[src/rtl/multicycle_controller.sv]
// rtl/multicycle_controller.sv - main control FSM for the multi-cycle MIPS datapath
//
// Sequences each instruction through IF/ID/EX/MEM/WB and decodes the datapath
// mux selects, write enables and ALU controls from the state and OpCode/Funct.
//
// Optional feature macro: MULTICYCLE_ILLEGAL_TRAP_EN
//   defined   - undefined op/funct in ID enters TRAP and sets the sticky Illegal
//   undefined - undefined op/funct is a 2-cycle NOP, Illegal tied to 0
//
// Ports:
//   clk, reset_n           clock (rising edge), asynchronous active-low reset
//   OpCode, Funct          IR[31:26], IR[5:0]
//   Zero                   ALU zero flag, used for beq/bne in EX
//   PCWrite, IorD, MemRead, MemWrite, IRWrite, RegWrite
//                          write enables and memory address select
//   RegDst, MemtoReg       register file destination / write-back source
//   ALUSrcA, ALUSrcB       ALU operand selects
//   ALUConf, Sign          ALU operation and signed-compare select
//   ExtOp, LuiOp           immediate extension controls
//   PCSource               next-PC select
//   InstrDone              final cycle of an instruction
//   Illegal                sticky undefined-instruction flag

module multicycle_controller (
    input  logic       clk,
    input  logic       reset_n,
    input  logic [5:0] OpCode,
    input  logic [5:0] Funct,
    input  logic       Zero,
    output logic       PCWrite,
    output logic       IorD,
    output logic       MemRead,
    output logic       MemWrite,
    output logic       IRWrite,
    output logic       RegWrite,
    output logic [1:0] RegDst,
    output logic [1:0] MemtoReg,
    output logic [1:0] ALUSrcA,
    output logic [1:0] ALUSrcB,
    output logic [4:0] ALUConf,
    output logic       Sign,
    output logic       ExtOp,
    output logic       LuiOp,
    output logic [1:0] PCSource,
    output logic       InstrDone,
    output logic       Illegal
);

    typedef enum logic [2:0] {
        S_IF   = 3'd0,
        S_ID   = 3'd1,
        S_EX   = 3'd2,
        S_MEM  = 3'd3,
`ifdef MULTICYCLE_ILLEGAL_TRAP_EN
        S_WB   = 3'd4,
        S_TRAP = 3'd5
`else
        S_WB   = 3'd4
`endif
    } state_t;

    localparam logic [4:0] ALU_ADD = 5'b00000;
    localparam logic [4:0] ALU_OR  = 5'b00001;
    localparam logic [4:0] ALU_AND = 5'b00010;
    localparam logic [4:0] ALU_SUB = 5'b00110;
    localparam logic [4:0] ALU_SLT = 5'b00111;
    localparam logic [4:0] ALU_NOR = 5'b01100;
    localparam logic [4:0] ALU_XOR = 5'b01101;
    localparam logic [4:0] ALU_SRL = 5'b10000;
    localparam logic [4:0] ALU_SRA = 5'b11000;
    localparam logic [4:0] ALU_SLL = 5'b11001;

    state_t state_q, state_d;

    // Instruction class decode
    logic is_r, r_jr, r_jalr, r_shift, r_alu, i_alu;
    logic is_lw, is_sw, is_beq, is_bne, is_j, is_jal, legal;

    always_comb begin
        is_r    = (OpCode == 6'h00);
        r_jr    = is_r && (Funct == 6'h08);
        r_jalr  = is_r && (Funct == 6'h09);
        r_shift = is_r && ((Funct == 6'h00) || (Funct == 6'h02) || (Funct == 6'h03));
        r_alu   = is_r && (((Funct >= 6'h20) && (Funct <= 6'h27)) ||
                           (Funct == 6'h2a) || (Funct == 6'h2b));
        i_alu   = ((OpCode >= 6'h08) && (OpCode <= 6'h0c)) || (OpCode == 6'h0f);
        is_lw   = (OpCode == 6'h23);
        is_sw   = (OpCode == 6'h2b);
        is_beq  = (OpCode == 6'h04);
        is_bne  = (OpCode == 6'h05);
        is_j    = (OpCode == 6'h02);
        is_jal  = (OpCode == 6'h03);
        legal   = r_jr | r_jalr | r_shift | r_alu | i_alu | is_lw | is_sw |
                  is_beq | is_bne | is_j | is_jal;
    end

    always_ff @(posedge clk or negedge reset_n) begin
        if (!reset_n) begin
            state_q <= S_IF;
        end else begin
            state_q <= state_d;
        end
    end

    always_comb begin
        state_d   = S_IF;
        PCWrite   = 1'b0;
        IorD      = 1'b0;
        MemRead   = 1'b0;
        MemWrite  = 1'b0;
        IRWrite   = 1'b0;
        RegWrite  = 1'b0;
        RegDst    = 2'b00;
        MemtoReg  = 2'b00;
        ALUSrcA   = 2'b00;
        ALUSrcB   = 2'b00;
        ALUConf   = ALU_ADD;
        Sign      = 1'b1;
        ExtOp     = 1'b1;
        LuiOp     = 1'b0;
        PCSource  = 2'b00;
        InstrDone = 1'b0;

        case (state_q)
            S_IF: begin
                MemRead = 1'b1;
                IRWrite = 1'b1;
                PCWrite = 1'b1;
                ALUSrcB = 2'b01;
                state_d = S_ID;
            end
            S_ID: begin
                // ALUOut captures PC+4 + (imm<<2) for a possible branch in EX
                ALUSrcB = 2'b11;
                state_d = S_EX;
                if (is_j || is_jal) begin
                    PCWrite   = 1'b1;
                    PCSource  = 2'b10;
                    InstrDone = 1'b1;
                    state_d   = S_IF;
                    if (is_jal) begin
                        RegWrite = 1'b1;
                        RegDst   = 2'b10;
                        MemtoReg = 2'b10;
                    end
                end else if (r_jr || r_jalr) begin
                    PCWrite   = 1'b1;
                    PCSource  = 2'b11;
                    InstrDone = 1'b1;
                    state_d   = S_IF;
                    if (r_jalr) begin
                        RegWrite = 1'b1;
                        RegDst   = 2'b01;
                        MemtoReg = 2'b10;
                    end
                end else if (!legal) begin
                    InstrDone = 1'b1;
`ifdef MULTICYCLE_ILLEGAL_TRAP_EN
                    state_d   = S_TRAP;
`else
                    state_d   = S_IF;
`endif
                end
            end
            S_EX: begin
                state_d = S_WB;
                if (r_alu) begin
                    ALUSrcA = 2'b01;
                    case (Funct)
                        6'h22, 6'h23: ALUConf = ALU_SUB;
                        6'h24:        ALUConf = ALU_AND;
                        6'h25:        ALUConf = ALU_OR;
                        6'h26:        ALUConf = ALU_XOR;
                        6'h27:        ALUConf = ALU_NOR;
                        6'h2a:        ALUConf = ALU_SLT;
                        6'h2b: begin
                            ALUConf = ALU_SLT;
                            Sign    = 1'b0;
                        end
                        default:      ALUConf = ALU_ADD;
                    endcase
                end else if (r_shift) begin
                    ALUSrcA = 2'b10;
                    case (Funct)
                        6'h02:   ALUConf = ALU_SRL;
                        6'h03:   ALUConf = ALU_SRA;
                        default: ALUConf = ALU_SLL;
                    endcase
                end else if (i_alu) begin
                    ALUSrcA = 2'b01;
                    ALUSrcB = 2'b10;
                    case (OpCode)
                        6'h0a:   ALUConf = ALU_SLT;
                        6'h0b: begin
                            ALUConf = ALU_SLT;
                            Sign    = 1'b0;
                        end
                        6'h0c: begin
                            ALUConf = ALU_AND;
                            ExtOp   = 1'b0;
                        end
                        6'h0f: begin
                            ALUConf = ALU_OR;
                            LuiOp   = 1'b1;
                        end
                        default: ALUConf = ALU_ADD;
                    endcase
                end else if (is_lw || is_sw) begin
                    ALUSrcA = 2'b01;
                    ALUSrcB = 2'b10;
                    state_d = S_MEM;
                end else if (is_beq || is_bne) begin
                    // The only Mealy output: branch decision taken straight from Zero
                    ALUSrcA   = 2'b01;
                    ALUConf   = ALU_SUB;
                    PCSource  = 2'b01;
                    InstrDone = 1'b1;
                    PCWrite   = is_beq ? Zero : ~Zero;
                    state_d   = S_IF;
                end else begin
                    state_d = S_IF;
                end
            end
            S_MEM: begin
                IorD = 1'b1;
                if (is_lw) begin
                    MemRead = 1'b1;
                    state_d = S_WB;
                end else begin
                    MemWrite  = is_sw;
                    InstrDone = is_sw;
                    state_d   = S_IF;
                end
            end
            S_WB: begin
                RegWrite  = 1'b1;
                InstrDone = 1'b1;
                RegDst    = is_r ? 2'b01 : 2'b00;
                MemtoReg  = is_lw ? 2'b01 : 2'b00;
                state_d   = S_IF;
            end
`ifdef MULTICYCLE_ILLEGAL_TRAP_EN
            S_TRAP: begin
                state_d = S_TRAP;
            end
`endif
            default: begin
                state_d = S_IF;
            end
        endcase

        // Reset forces state to IF asynchronously; also mask every enable so an
        // aborted instruction cannot complete a partial write in this cycle.
        if (!reset_n) begin
            PCWrite   = 1'b0;
            IRWrite   = 1'b0;
            MemRead   = 1'b0;
            MemWrite  = 1'b0;
            RegWrite  = 1'b0;
            InstrDone = 1'b0;
        end
    end

`ifdef MULTICYCLE_ILLEGAL_TRAP_EN
    logic illegal_q, illegal_d;

    always_comb begin
        illegal_d = illegal_q | (state_d == S_TRAP);
    end

    always_ff @(posedge clk or negedge reset_n) begin
        if (!reset_n) begin
            illegal_q <= 1'b0;
        end else begin
            illegal_q <= illegal_d;
        end
    end

    assign Illegal = illegal_q;
`else
    assign Illegal = 1'b0;
`endif

endmodule

[config.mk]
export PLATFORM = sky130hd
export DESIGN_NAME = multicycle_controller
export DESIGN_NICKNAME = d
export VERILOG_FILES = /design/src/rtl/multicycle_controller.sv
export SDC_FILE = /design/constraint.sdc
export NUM_CORES = 1
export LEC_CHECK = 0
export CAP_MARGIN = 20
export CORE_UTILIZATION = 30
export CTS_CLUSTER_SIZE = 28
export DETAILED_ROUTE_END_ITERATION = 10
export PLACE_DENSITY = 0.66
export SLEW_MARGIN = 10
export SYNTH_ARGS = -nofsm -noshare
export SYNTH_HDL_FRONTEND = slang
export SYNTH_SLANG_ARGS = --single-unit
[constraint.sdc]
create_clock -name clk -period 2.3 [get_ports clk]
set_clock_uncertainty 0.1 [all_clocks]
set_input_delay 0.575 -clock clk [delete_from_list [all_inputs] [get_ports clk]]
set_output_delay 0.575 -clock clk [all_outputs]
set_load 0.01 [all_outputs]
# ---- Word level (Yosys, flattened, before mapping)
# Cells that the tools add are included.
dict set report word_totals {
  regBits 3
  latch_bits 0
  ramBits 0
  romBits 0
  in_bits 15
  memories 0
}
dict set report op_classes {
  addsub 0
  multipliers 0
  div_mod_pow 0
  magnitude_cmp 4
  n_eq_ne 26
  n_shift 0
  mux 98
  bitwise_logic 11
  reduce_logical 21
}
# operator n
set ops {}
lappend ops {{== test 6 bit (second input constant)} 10}
lappend ops {{2-to-1 mux 1 bit} 58}
lappend ops {{== test 6 x 4 -> 1 bit (second input constant)} 6}
lappend ops {{2-to-1 mux 2 bit} 18}
lappend ops {{== test 6 x 2 -> 1 bit (second input constant)} 4}
lappend ops {{one-hot mux 4 bit (6 select lines)} 1}
lappend ops {{2-to-1 mux 5 bit} 4}
lappend ops {{2-to-1 mux 3 bit} 6}
lappend ops {{== test 6 x 3 -> 1 bit (second input constant)} 2}
lappend ops {{zero test 6 bit} 2}
lappend ops {{one-hot mux 2 bit (2 select lines)} 3}
lappend ops {{one-hot mux 3 bit (4 select lines)} 1}
lappend ops {{bitwise OR 1 bit} 10}
lappend ops {{logical OR 1 bit} 9}
lappend ops {{one-hot mux 3 bit (3 select lines)} 1}
lappend ops {{one-hot mux 4 bit (2 select lines)} 1}
lappend ops {{== test 3 x 2 -> 1 bit (second input constant)} 2}
lappend ops {{>= comparator 6 x 4 -> 1 bit (second input constant)} 1}
lappend ops {{>= comparator 6 bit (second input constant)} 1}
lappend ops {{less-or-equal comparator 6 x 4 -> 1 bit (second input constant)} 1}
lappend ops {{less-or-equal comparator 6 bit (second input constant)} 1}
lappend ops {{logical AND 1 bit} 6}
lappend ops {{one-hot mux 2 bit (3 select lines)} 1}
lappend ops {{OR reduction 2 bit} 3}
lappend ops {{other kinds (7)} 8}

# ---- Depth between registers and ports, before layout
dict set report logic_depth {
  depth_word 18
  ltp_mapped 6
  ltp_nobuf 5
}

# ---- Worst setup path before layout
# Ideal clock, no wire load.
dict set report synth_timing {
  path_type {input to output}
  startpoint {input Funct[1]}
  endpoint {output ALUSrcA[1]}
  arrival_ns 1.932
  required_time_ns 1.625
  slack_ns -0.307
  path_stages 6
  n_path_buf 2
  path_cell_list {buf_2 nor2b_2 or3_1 or4_4 nor2_1 buf_4}
}
dict set report synth_via {
  elab_chain_len 7
}
# item line_no
set synth_lines {}
lappend synth_lines {{from (decl)} 28} ;# input logic [5:0] Funct,
lappend synth_lines {{>= comparator 6 bit (tied with other cells)} 84} ;# r_alu = is_r && (((Funct >= 6'h20) && (Funct <= 6'h27)) ||
lappend synth_lines {{logical AND 1 bit or logical OR 1 bit (tied branches)} {84, 83}}
lappend synth_lines {{logical OR 1 bit (on tied branches)} {84, 83}}
lappend synth_lines {{logical OR 1 bit or logical AND 1 bit (tied branches)} {85, 83}}
lappend synth_lines {{logical AND 1 bit or 2-to-1 mux 2 bit (tied branches)} {84, 182}}
lappend synth_lines {{2-to-1 mux 2 bit *} 167} ;# if (r_alu) begin
lappend synth_lines {{2-to-1 mux 2 bit *} 124} ;# case (state_q)
lappend synth_lines {{to (decl)} 38} ;# output logic [1:0] ALUSrcA,
# Mark *: on every way between the ends. The rest lies on a longest branch, timed or not.

# ---- Final worst setup path
dict set report layout_timing {
  startpoint {input OpCode[4]}
  endpoint {output ALUConf[0]}
}
dict set report layout_via {
  elab_chain_len 7
}
# item line_no
set layout_lines {}
lappend layout_lines {{from (decl)} 27} ;# input logic [5:0] OpCode,
lappend layout_lines {{>= comparator 6 x 4 -> 1 bit (tied with other cells)} 86} ;# i_alu = ((OpCode >= 6'h08) && (OpCode <= 6'h0c)) || (OpCode == 6'h0f);
lappend layout_lines {{logical AND 1 bit (tied with other cells)} 86}
lappend layout_lines {{logical OR 1 bit (tied with other cells)} 86}
lappend layout_lines {{2-to-1 mux 5 bit} 189} ;# end else if (i_alu) begin
lappend layout_lines {{2-to-1 mux 5 bit} 182} ;# end else if (r_shift) begin
lappend layout_lines {{2-to-1 mux 5 bit *} 167}
lappend layout_lines {{2-to-1 mux 5 bit *} 124}
lappend layout_lines {{to (decl)} 40} ;# output logic [4:0] ALUConf,
# Marked as above.

==> results_dict.tcl <==
set metrics [dict create \
    layout.cells.non_filler 253 \
    arrival_ps 2080 \
    drv_cap 0 \
    grt_use_total_pct 27.3 \
    remaining_drc_errors 0 \
    row_count 18 \
    grt_max_degree 13 \
    netlist_area_um2 800 \
    cts_root_buf "clkbuf_4" \
    start_util_pct 32.0 \
    crit_type "in -> out" \
    clk_latency_ps 230 \
    firstDrtPassIters 4 \
    finalHoldViolations 0 \
    grt_pass1_vias 1291 \
    synthArstFlopShare_pct 100 \
    nets 239 \
    p_leak_uw 0.000867 \
    yosysUniqueCellTypes 45 \
    antenna_found_initial 0 \
    num_io_pins 41 \
    fin_crit_sh_pct 120 \
    synthAdderAreaFrac_pct 0 \
    synthMuxAreaShare_pct 0 \
    slew_viol_final 0 \
    hp-class "reg -> reg" \
    vias_per_cell 5.33 \
    core_area_mm2 0.00250 \
    io_buffer_count 39 \
    yosys_most_used_dff "dfrtp_1" \
    rsz0062_at_grt "true" \
    drive_above_1_share_pct 67.3 \
    place_inst 229 \
    cts_hold_buf 0 \
    cp-startpoint "OpCode[4]" \
    p_seq_share_pct 11.3 \
    synth_top_cell_area_share_pct 9.39 \
    violations "negative setup slack" \
    die_w_um 53.6 \
    top_regs "state_q: 3 flops" \
    crit_path_end_kind "output port" \
    wl_um 3880 \
    synth_cells 122 \
    dpl-instance-area_mm2 0.00161 \
    cts_max_level 1 \
    r2r_start "state_q[1]$_DFF_PN0_" \
    synthTopCellsByCount "nand2_1 (16), nor2_1 (14), a21oi_1 (10), o21ai_0 (10), nor3_1 (5)" \
    wire_per_inst_um 15.3 \
    dieArea_mm2 0.00288 \
    setup_viol 21 \
    critPathRequiredTime_ps 1620 \
    clk_pin_slew_ps 40 \
    yosysTopAreaCell "dfrtp_1" \
    fin_ws_ps -451 \
    drt_iter0_drc 32 \
    yosys.area_share.simple_pct 50.7 \
    p_sw_uw 281 \
    clkSinkCount 3 \
    synth_most_common_cell "nand2_1" \
    ant_nets 0 \
    synth_area_per_cell_um2 6.55 \
    peakVddDrop_mv 0.351 \
    synth_warnings 0 \
    numCtsBuffers 3 \
    synth_compound_area_share_pct 29.4 \
    grt_pass1_wl_um 5810 \
    layout_min_cycle_time_ps 2750 \
    fmax_mhz 363 \
    largest_reg_flops 3 \
    rrSetupSlack_ps 880 \
    clockBufferDepth 2 \
    vias 1349 \
    pre_cts_slack_ps -1300 \
    synth_edf_count 0 \
    synthXorXnorAreaFrac_pct 3.29 \
    synth_area_leaders "dfrtp_1 (9.4%), nand2_1 (7.5%), nor2_1 (6.6%), a21oi_1 (6.3%), o21ai_0 (6.3%)" \
    diodes 0 \
    ys_seq_area_share_pct 9.39 \
    synth.ff_latch_count 3 \
    overflow 0 \
    top_register "state_q" \
    p_int_uw 371 \
    cts_tree "done" \
    die_h_um 53.6 \
    swShare_pct 43.1 \
    outcome "finished, violations left" \
    hold_path_startpoint "state_q[1]$_DFF_PN0_" \
    pwr-share-clk_pct 14.1 \
    synth_nets 137 \
    power_frac_comb_pct 74.6 \
    dp_hpwl_um 2680 \
    crit_fanout 3 \
    powerDensity_mw_per_mm2 339 \
    synth_top_family_by_area "simple AND/OR/NAND/NOR gates" \
    finish.instance_area_mm2 0.00192 \
    start_kind "input port" \
    areaGrowthSynthToFinish_pct 141 \
    place_congestion 0.891 \
]
power groups by stage:
stage	registers, uW	clock network [uW]	logic (uW)
CTS	73.7	95.0	469
global placement	72.2	0	434
floorplan	72.9	0	187
detailed placement	74.3	0	447
finish	73.7	91.6	487
global route	75.3	104	522
cells in the final DEF, fill, tap and decap left out, types with 3 or more instances in the layout:
cell type,Yosys,final
o21ai_0,10,5
nand3_1,4,3
or3_4,0,4
nor2_1,14,9
buf_8,0,3
a21oi_2,0,6
o21ai_1,0,3
a21oi_1,10,3
clkbuf_4,0,3
buf_6,0,20
a21boi_0,4,3
dfrtp_1,3,3
nor3b_2,0,3
buf_4,4,55
buf_2,1,22
nor2_4,0,4
nand2_2,1,4
nand2_1,16,11
layout make-up:
| type | count | area, um^2 |
|---|---|---|
| clock buffers | 4 | 26.3 |
| repair buffers | 105 | 848 |
| multi-input cells | 109 | 928 |
| inverters | 2 | 7.51 |
| flip-flops and latches | 3 | 75.1 |
| well taps | 30 | 37.5 |
| fillers | 181 | 577 |
per-stage QoR:
stage	utilization, %	hold WS (ps)	power (uW)	TNS (ps)
2_1_floorplan	-	179	260	-1020
6_report	76.9	528	652	-6140
3_5_place_dp	64.3	532	521	-23580
4_1_cts	72.0	489	638	-5910
3_3_place_gp	64.3	532	507	-23160
5_1_grt	76.9	542	701	-6990
worst max-delay path, stage by stage:
cell and delay (ps):
buf_8 100, nor4_4 340, nand2_2 110, or4_4 560, o2bb2ai_4 150, a21oi_2 110
buf_2 130
worst paths after layout:
check,end,depth (start not counted)
worst max-delay path,ALUConf[0],7
worst min-delay path,state_q[0]$_DFF_PN0_,2
worst max register to register,state_q[2]$_DFF_PN0_,6
worst min register to register,state_q[0]$_DFF_PN0_,2
max in group asynchronous,state_q[1]$_DFF_PN0_,3
min in group asynchronous,state_q[0]$_DFF_PN0_,3
per-layer routing:
metal  GRT usage (%)  up-vias  share of wire, %  routed length, um
li1                -      657                 -                  -
met1            32.0      652                43               1670
met2            50.2       36                52               2020
met3            4.52        4               4.0                155
met4            7.89        0              0.83                 32
met5               0        -                 0                  0
repair_timing:
action,in CTS,in global routing
setup buffers,16,5
pin swaps,29,20
setup endpoints to repair,24,24
cloned,0,0
resized for setup,192,22
cells by family after synthesis:
family / after synthesis
AND/OR/NAND/NOR: 68
flip-flops: 3
AO/OA/AOI/OAI: 37
buffers and inverters: 10
XOR/XNOR: 3
other: 1
No activity file was read; power rests on OpenSTA's default activity.
==> edit 1, RTL diff (same settings) <==
Register the output `MemRead`, cleared by the reset; this adds one clock of latency there. The other outputs are not delayed to match.
--- a/src/rtl/multicycle_controller.sv
+++ b/src/rtl/multicycle_controller.sv
@@ -70,6 +70,8 @@
     localparam logic [4:0] ALU_SRA = 5'b11000;
     localparam logic [4:0] ALU_SLL = 5'b11001;
 
+    logic MemRead_d;
+
     state_t state_q, state_d;
 
     // Instruction class decode
@@ -106,7 +108,7 @@
         state_d   = S_IF;
         PCWrite   = 1'b0;
         IorD      = 1'b0;
-        MemRead   = 1'b0;
+        MemRead_d = 1'b0;
         MemWrite  = 1'b0;
         IRWrite   = 1'b0;
         RegWrite  = 1'b0;
@@ -123,7 +125,7 @@
 
         case (state_q)
             S_IF: begin
-                MemRead = 1'b1;
+                MemRead_d = 1'b1;
                 IRWrite = 1'b1;
                 PCWrite = 1'b1;
                 ALUSrcB = 2'b01;
@@ -224,7 +226,7 @@
             S_MEM: begin
                 IorD = 1'b1;
                 if (is_lw) begin
-                    MemRead = 1'b1;
+                    MemRead_d = 1'b1;
                     state_d = S_WB;
                 end else begin
                     MemWrite  = is_sw;
@@ -254,7 +256,7 @@
         if (!reset_n) begin
             PCWrite   = 1'b0;
             IRWrite   = 1'b0;
-            MemRead   = 1'b0;
+            MemRead_d = 1'b0;
             MemWrite  = 1'b0;
             RegWrite  = 1'b0;
             InstrDone = 1'b0;
@@ -281,5 +283,13 @@
     assign Illegal = 1'b0;
 `endif
 
+    always_ff @(posedge clk or negedge reset_n) begin
+        if (!reset_n) begin
+            MemRead <= '0;
+        end else begin
+            MemRead <= MemRead_d;
+        end
+    end
+
 endmodule
 
Check against the original RTL: not equivalent (Yosys sat finds a counterexample within 4 cycles, from zero or initial values and one cycle with reset_n low).
==> edit 1 against the unedited design <==
- cell area rose by 2.8%
- total power rose by 3.9%
- synthesized cell count rose by 6.6%
- global-route usage fell by 2.9 points
- largest power group unchanged
- non-clock buffer count fell by 5
- synthesized area rose by 11%
- wire length rose by 11%
- critical path type unchanged
- setup slack improved by 0.14 ns
- sequential cell count rose by 1
- the run still ends with negative setup slack left
- highest routed layer unchanged
==> edit 1: results (changes against the unedited design) <==
.. list-table::
   :header-rows: 1

   * - Metric
     - Value
   * - Cell family with the largest share of critical-path delay
     - simple AND/OR/NAND/NOR gates (unchanged)
   * - Worst skew pair latency
     - 0.25 ns (was 0.23 ns)
   * - Final-report setup violation count
     - 16 (was 21)
   * - Biggest area contributors in the synthesized netlist
     - dfrtp_1 (11%), nor2_1 (6.3%), nor3_1 (5.1%), nand2_1 (5.1%), o21ai_0 (4.5%) (was dfrtp_1 (9.4%), nand2_1 (7.5%), nor2_1 (6.6%), a21oi_1 (6.3%), o21ai_0 (6.3%))
   * - Commonest cells in the synthesized netlist
     - nor2_1 (15), nand2_1 (12), nor3_1 (9), o21ai_0 (8) (was nand2_1 (16), nor2_1 (14), a21oi_1 (10), o21ai_0 (10), nor3_1 (5))
   * - Highest net fanout along the worst path
     - 7 (was 3)
   * - Met2 GRT Util
     - 0.456 (was 0.502)
   * - Violations in the final reports
     - negative setup slack (unchanged)
   * - Leakage power of the design
     - 0.919 nW (was 0.867 nW)
   * - Met3 WL post-DR
     - 215 um (was 155 um)
   * - Final nets
     - 241 (was 239)
   * - Vias per cell
     - 5.60 (was 5.33)
   * - Largest registers
     - state_q (3), MemRead (1) (was state_q (3))
   * - Placed instance area
     - 1610 um^2 (about the same)
   * - Mapped Avg Cell Area
     - 6.83 um^2 (was 6.55 um^2)
   * - Met1 wire length
     - 1680 um (was 1670 um)
   * - Unique masters post-synth
     - 47 (was 45)
   * - Detailed-routed wire length on met2
     - 2260 um (was 2020 um)
   * - Worst-case vdd ir drop
     - 0.000421 V (was 0.000351 V)
   * - Final setup slack of the worst path
     - -0.312 ns (was -0.451 ns)
   * - Post-detailed-route wirelength per cell
     - 16.8 um (was 15.3 um)
   * - Number of fill cells
     - 199 (was 181)
   * - Met1 track demand over resource in global routing
     - 0.276 (was 0.320)
   * - Setup TNS
     - -2.66 ns (was -6.14 ns)
   * - Synthesized Nets
     - 145 (was 137)
   * - Slowest cell on crit path
     - nor4_4 (was or4_4)
   * - Arrival time reported for the critical path endpoint
     - 1.94 ns (was 2.08 ns)
   * - Aggregate global-route resource usage
     - 0.244 (was 0.273)
   * - Class of the most critical hold timing path
     - input pin to async pin (was flop to flop)
   * - Routing usage on met3
     - 0.0346 (was 0.0452)
   * - Reg clk slew, reported paths
     - 0.04 ns (about the same)
   * - Layout cell share with drive strength beyond 1
     - 0.683 (was 0.673)
   * - Detail Placement HPWL
     - 2680 um (about the same)
   * - Global placement routability congestion
     - 0.894 (was 0.891)
   * - Pre-CTS setup slack
     - -1.19 ns (was -1.30 ns)
   * - Longest individual stage delay on the worst path
     - 0.28 ns (was 0.56 ns)
   * - Post-synthesis sequential area ratio
     - 0.113 (was 0.0939)
   * - Outcome
     - finished with violations (unchanged)
   * - Number of H-tree branching levels
     - 1 (unchanged)
   * - Number of global-route vias before repair
     - 1,418 (was 1,291)
   * - Final cell count without fillers
     - 255 (was 253)
edit 1: cell types whose count changed in the layout (fill, tap and decap cells not counted), sizes merged, moves of 3 or more:
| cell | delta |
|---|---|
| nand3 | +3 |
| nand2b | +5 |
| nor3 | +5 |
| inv | +4 |
| a21oi | -4 |
| nand2 | -5 |
| buf | -8 |
| or3 | -3 |
| a32oi | +3 |
| dlygate4sd2 | +3 |
| and2 | +3 |
edit 1: worst paths after layout:
check | from | slack (ns) | endpoint | cells after the start
min in group clk | state_q[2] | 0.71 | state_q[0] | 3
max reg2reg | state_q[0] | 0.81 | state_q[2] | 4
min | reset_n | 0.57 | MemRead | 2
max in group asynchronous | reset_n | 1.31 | state_q[1] | 3
max | OpCode[4] | -0.31 | ALUConf[1] | 8
min reg2reg | state_q[2] | 0.71 | state_q[0] | 3
edit 1: cells by family after synthesis:
kind of cell | count (synthesis) | synth area share
flip-flops | 4 | 0.113
AND/OR/NAND/NOR | 71 | 0.452
AO/OA/AOI/OAI | 37 | 0.299
XOR/XNOR | 2 | 0.0197
buffers and inverters | 15 | 0.113
other | 1 | 0.00422
edit 1: cell type report:
class | instances | area (um^2) | share of cell area
repair buffers | 100 | 808 | 0.409
flip-flops and latches | 4 | 100 | 0.0506
multi-input cells | 111 | 982 | 0.497
well taps | 31 | 38.8 | 0.0196
inverters | 6 | 25.0 | 0.0127
clock buffers | 3 | 22.5 | 0.0114
edit 1: power breakdown:
group / switching, W / internal, W
combinational: 0.000249 / 0.000237
clock: 0.0000376 / 0.0000590
sequential: 0.00000740 / 0.0000870
edit 1: what timing repair did:
| item | 4_1_cts | 5_1_grt |
|---|---|---|
| pin swaps | 39 | 25 |
| gates cloned | 0 | 0 |
| gates resized for setup | 188 | 38 |
| endpoints found under the setup margin | 23 | 23 |
| setup buffers | 11 | 7 |
==> edit 2, RTL diff (config.mk and constraints unchanged) <==
Without the edit above. Build with the macro `MULTICYCLE_ILLEGAL_TRAP_EN` defined.
--- a/src/rtl/multicycle_controller.sv
+++ b/src/rtl/multicycle_controller.sv
@@ -20,6 +20,8 @@
 //   PCSource               next-PC select
 //   InstrDone              final cycle of an instruction
 //   Illegal                sticky undefined-instruction flag
+
+`define MULTICYCLE_ILLEGAL_TRAP_EN
 
 module multicycle_controller (
     input  logic       clk,
Function: changed (a bounded check fails within 4 cycles, from zero or initial values and one cycle with reset_n low).
==> edit 2 against the unedited design <==
- setup slack better by 0.13 ns
- worst hold slack worse by 0.18 ns
- cell area is 23% higher
- the run still ends with negative setup slack left
- total power grew 56%
- non-clock buffer count is 17 higher
- sequential cell count grew 1
- register-to-register slack got worse by 0.44 ns
- first-iteration DRC count increased to 4.1 times the old value
- wire length rose by 50%
- largest power group unchanged
- synthesized area up 29%
==> edit 2: results (changes against the unedited design) <==
.. list-table::
   :header-rows: 1

   * - Metric
     - Value
   * - Outcome
     - finished with violations (unchanged)
   * - Violations in the final reports
     - negative setup slack (unchanged)
   * - Unique masters post-synth
     - 51 (was 45)
   * - Highest net fanout along the worst path
     - 4 (was 3)
   * - Longest individual stage delay on the worst path
     - 0.26 ns (was 0.56 ns)
   * - Global-route wire length before repair
     - 7920 um (was 5810 um)
   * - Class of the most critical hold timing path
     - input pin to async pin (was flop to flop)
   * - Iteration-0 DRC Markers
     - 132 (was 32)
   * - Global placement routability congestion
     - 0.868 (was 0.891)
   * - Aggregate global-route resource usage
     - 0.289 (was 0.273)
   * - Final Routed Wirelength
     - 5830 um (was 3880 um)
   * - Arrival time reported for the critical path endpoint
     - 1.95 ns (was 2.08 ns)
   * - Commonest cells in the synthesized netlist
     - nor2_1 (20), nand2_1 (18), a21oi_1 (8), inv_1 (6), o21ai_0 (6) (was nand2_1 (16), nor2_1 (14), a21oi_1 (10), o21ai_0 (10), nor3_1 (5))
   * - DRT Pass-1 Iters
     - 5 (was 4)
   * - Detail Placement HPWL
     - 3160 um (was 2680 um)
   * - Slowest cell on crit path
     - nor4_4 (was or4_4)
   * - Pin count of the biggest net entering global routing
     - 11 (was 13)
   * - Layout cell share with drive strength beyond 1
     - 0.665 (was 0.673)
   * - Worst-case vdd ir drop
     - 0.000200 V (was 0.000351 V)
   * - Number of H-tree branching levels
     - 1 (unchanged)
   * - Leakage power of the design
     - 1.10 nW (was 0.867 nW)
   * - Worst flop-to-flop path startpoint
     - state_q[2] (was state_q[1])
   * - Number of fill cells
     - 229 (was 181)
   * - Number of buffers on the longest clock path
     - 2 (unchanged)
   * - FF-to-FF setup slack
     - 0.44 ns (was 0.88 ns)
   * - Biggest area contributors in the synthesized netlist
     - dfrtp_1 (9.7%), nor2_1 (7.3%), nand2_1 (6.5%), nand4b_4 (4.6%), a21oi_1 (3.9%) (was dfrtp_1 (9.4%), nand2_1 (7.5%), nor2_1 (6.6%), a21oi_1 (6.3%), o21ai_0 (6.3%))
   * - Via total after detailed routing
     - 1,797 (was 1,349)
   * - Final Hold Slack
     - 0.350 ns (was 0.528 ns)
   * - Post-synthesis sequential area ratio
     - 0.0969 (was 0.0939)
   * - Cell family with the largest share of critical-path delay
     - simple AND/OR/NAND/NOR gates (unchanged)
   * - Final-report setup violation count
     - 19 (was 21)
   * - Synthesized Nets
     - 167 (was 137)
   * - Final setup slack of the worst path
     - -0.322 ns (was -0.451 ns)
   * - Final nets
     - 283 (was 239)
   * - Reg clk slew, reported paths
     - 0.04 ns (about the same)
edit 2: timing repair:
action                                  in CTS  in global routing
gates cloned                                 2                  0
setup buffers                               21                  7
pin swaps                                   27                 16
endpoints found under the setup margin      27                 24
resized for setup                          195                 38
edit 2: layout make-up:
class | instances | area (um^2) | area share
multi-input combinational | 131 | 1160 | 0.490
clock buffer | 3 | 22.5 | 0.00954
sequential | 4 | 104 | 0.0440
tap | 44 | 55.1 | 0.0233
inverter | 6 | 22.5 | 0.00954
timing repair buffer | 122 | 998 | 0.423
edit 2: layer usage:
layer,global-route usage,wire [um],up-vias
met2,0.513,2950,113
met1,0.350,2240,866
met3,0.0384,470,23
li1,-,-,795
met5,0,0,-
met4,0.117,163,0
edit 2: cells by family (layout without fill, tap and decap cells):
group / Yosys count / count (layout) / share of synthesized area
xor gates and xnor gates: 2 / 2 / 0.0170
muxes: 2 / 2 / 0.0206
buffers and inverters: 17 / 131 / 0.0750
AOI/OAI and AO/OA: 39 / 39 / 0.288
DFF: 4 / 4 / 0.0969
and+or+nand+nor: 88 / 88 / 0.502
edit 2: worst max-delay path by stage:
stage,cells after the start,endpoint,start,slack [ns]
6_report,9,ALUConf[3],OpCode[4],-0.32
5_1_grt,9,ALUConf[3],OpCode[4],-0.39
4_1_cts,8,ALUConf[0],OpCode[4],-0.30
3_5_place_dp,7,PCWrite,OpCode[5],-1.13
3_3_place_gp,7,PCWrite,OpCode[5],-1.07
2_1_floorplan,4,ALUSrcA[1],OpCode[5],-0.03
edit 2: power breakdown:
group | switching [W] | internal (W) | leakage, nW
Clock | 0.0000313 | 0.0000585 | 0.0138
Combinational | 0.000419 | 0.000378 | 1.05
Sequential | 0.0000383 | 0.0000955 | 0.0418
Total | 0.000488 | 0.000532 | 1.10
edit 2: per-stage QoR:
| stage | cells | worst slack (ns) | TNS [ns] | area (um^2) | power (W) |
|---|---|---|---|---|---|
| after floorplan | 152 | -0.0251 | -0.0327 | 1070 | 0.000427 |
| after global placement | 279 | -1.07 | -21.46 | 1880 | 0.000753 |
| after detailed placement | 279 | -1.13 | -22.33 | 1880 | 0.000777 |
| after CTS | 305 | -0.304 | -2.75 | 2200 | 0.000927 |
| after global routing | 310 | -0.391 | -4.85 | 2360 | 0.00108 |
| final | 310 | -0.322 | -3.64 | 2360 | 0.00102 |
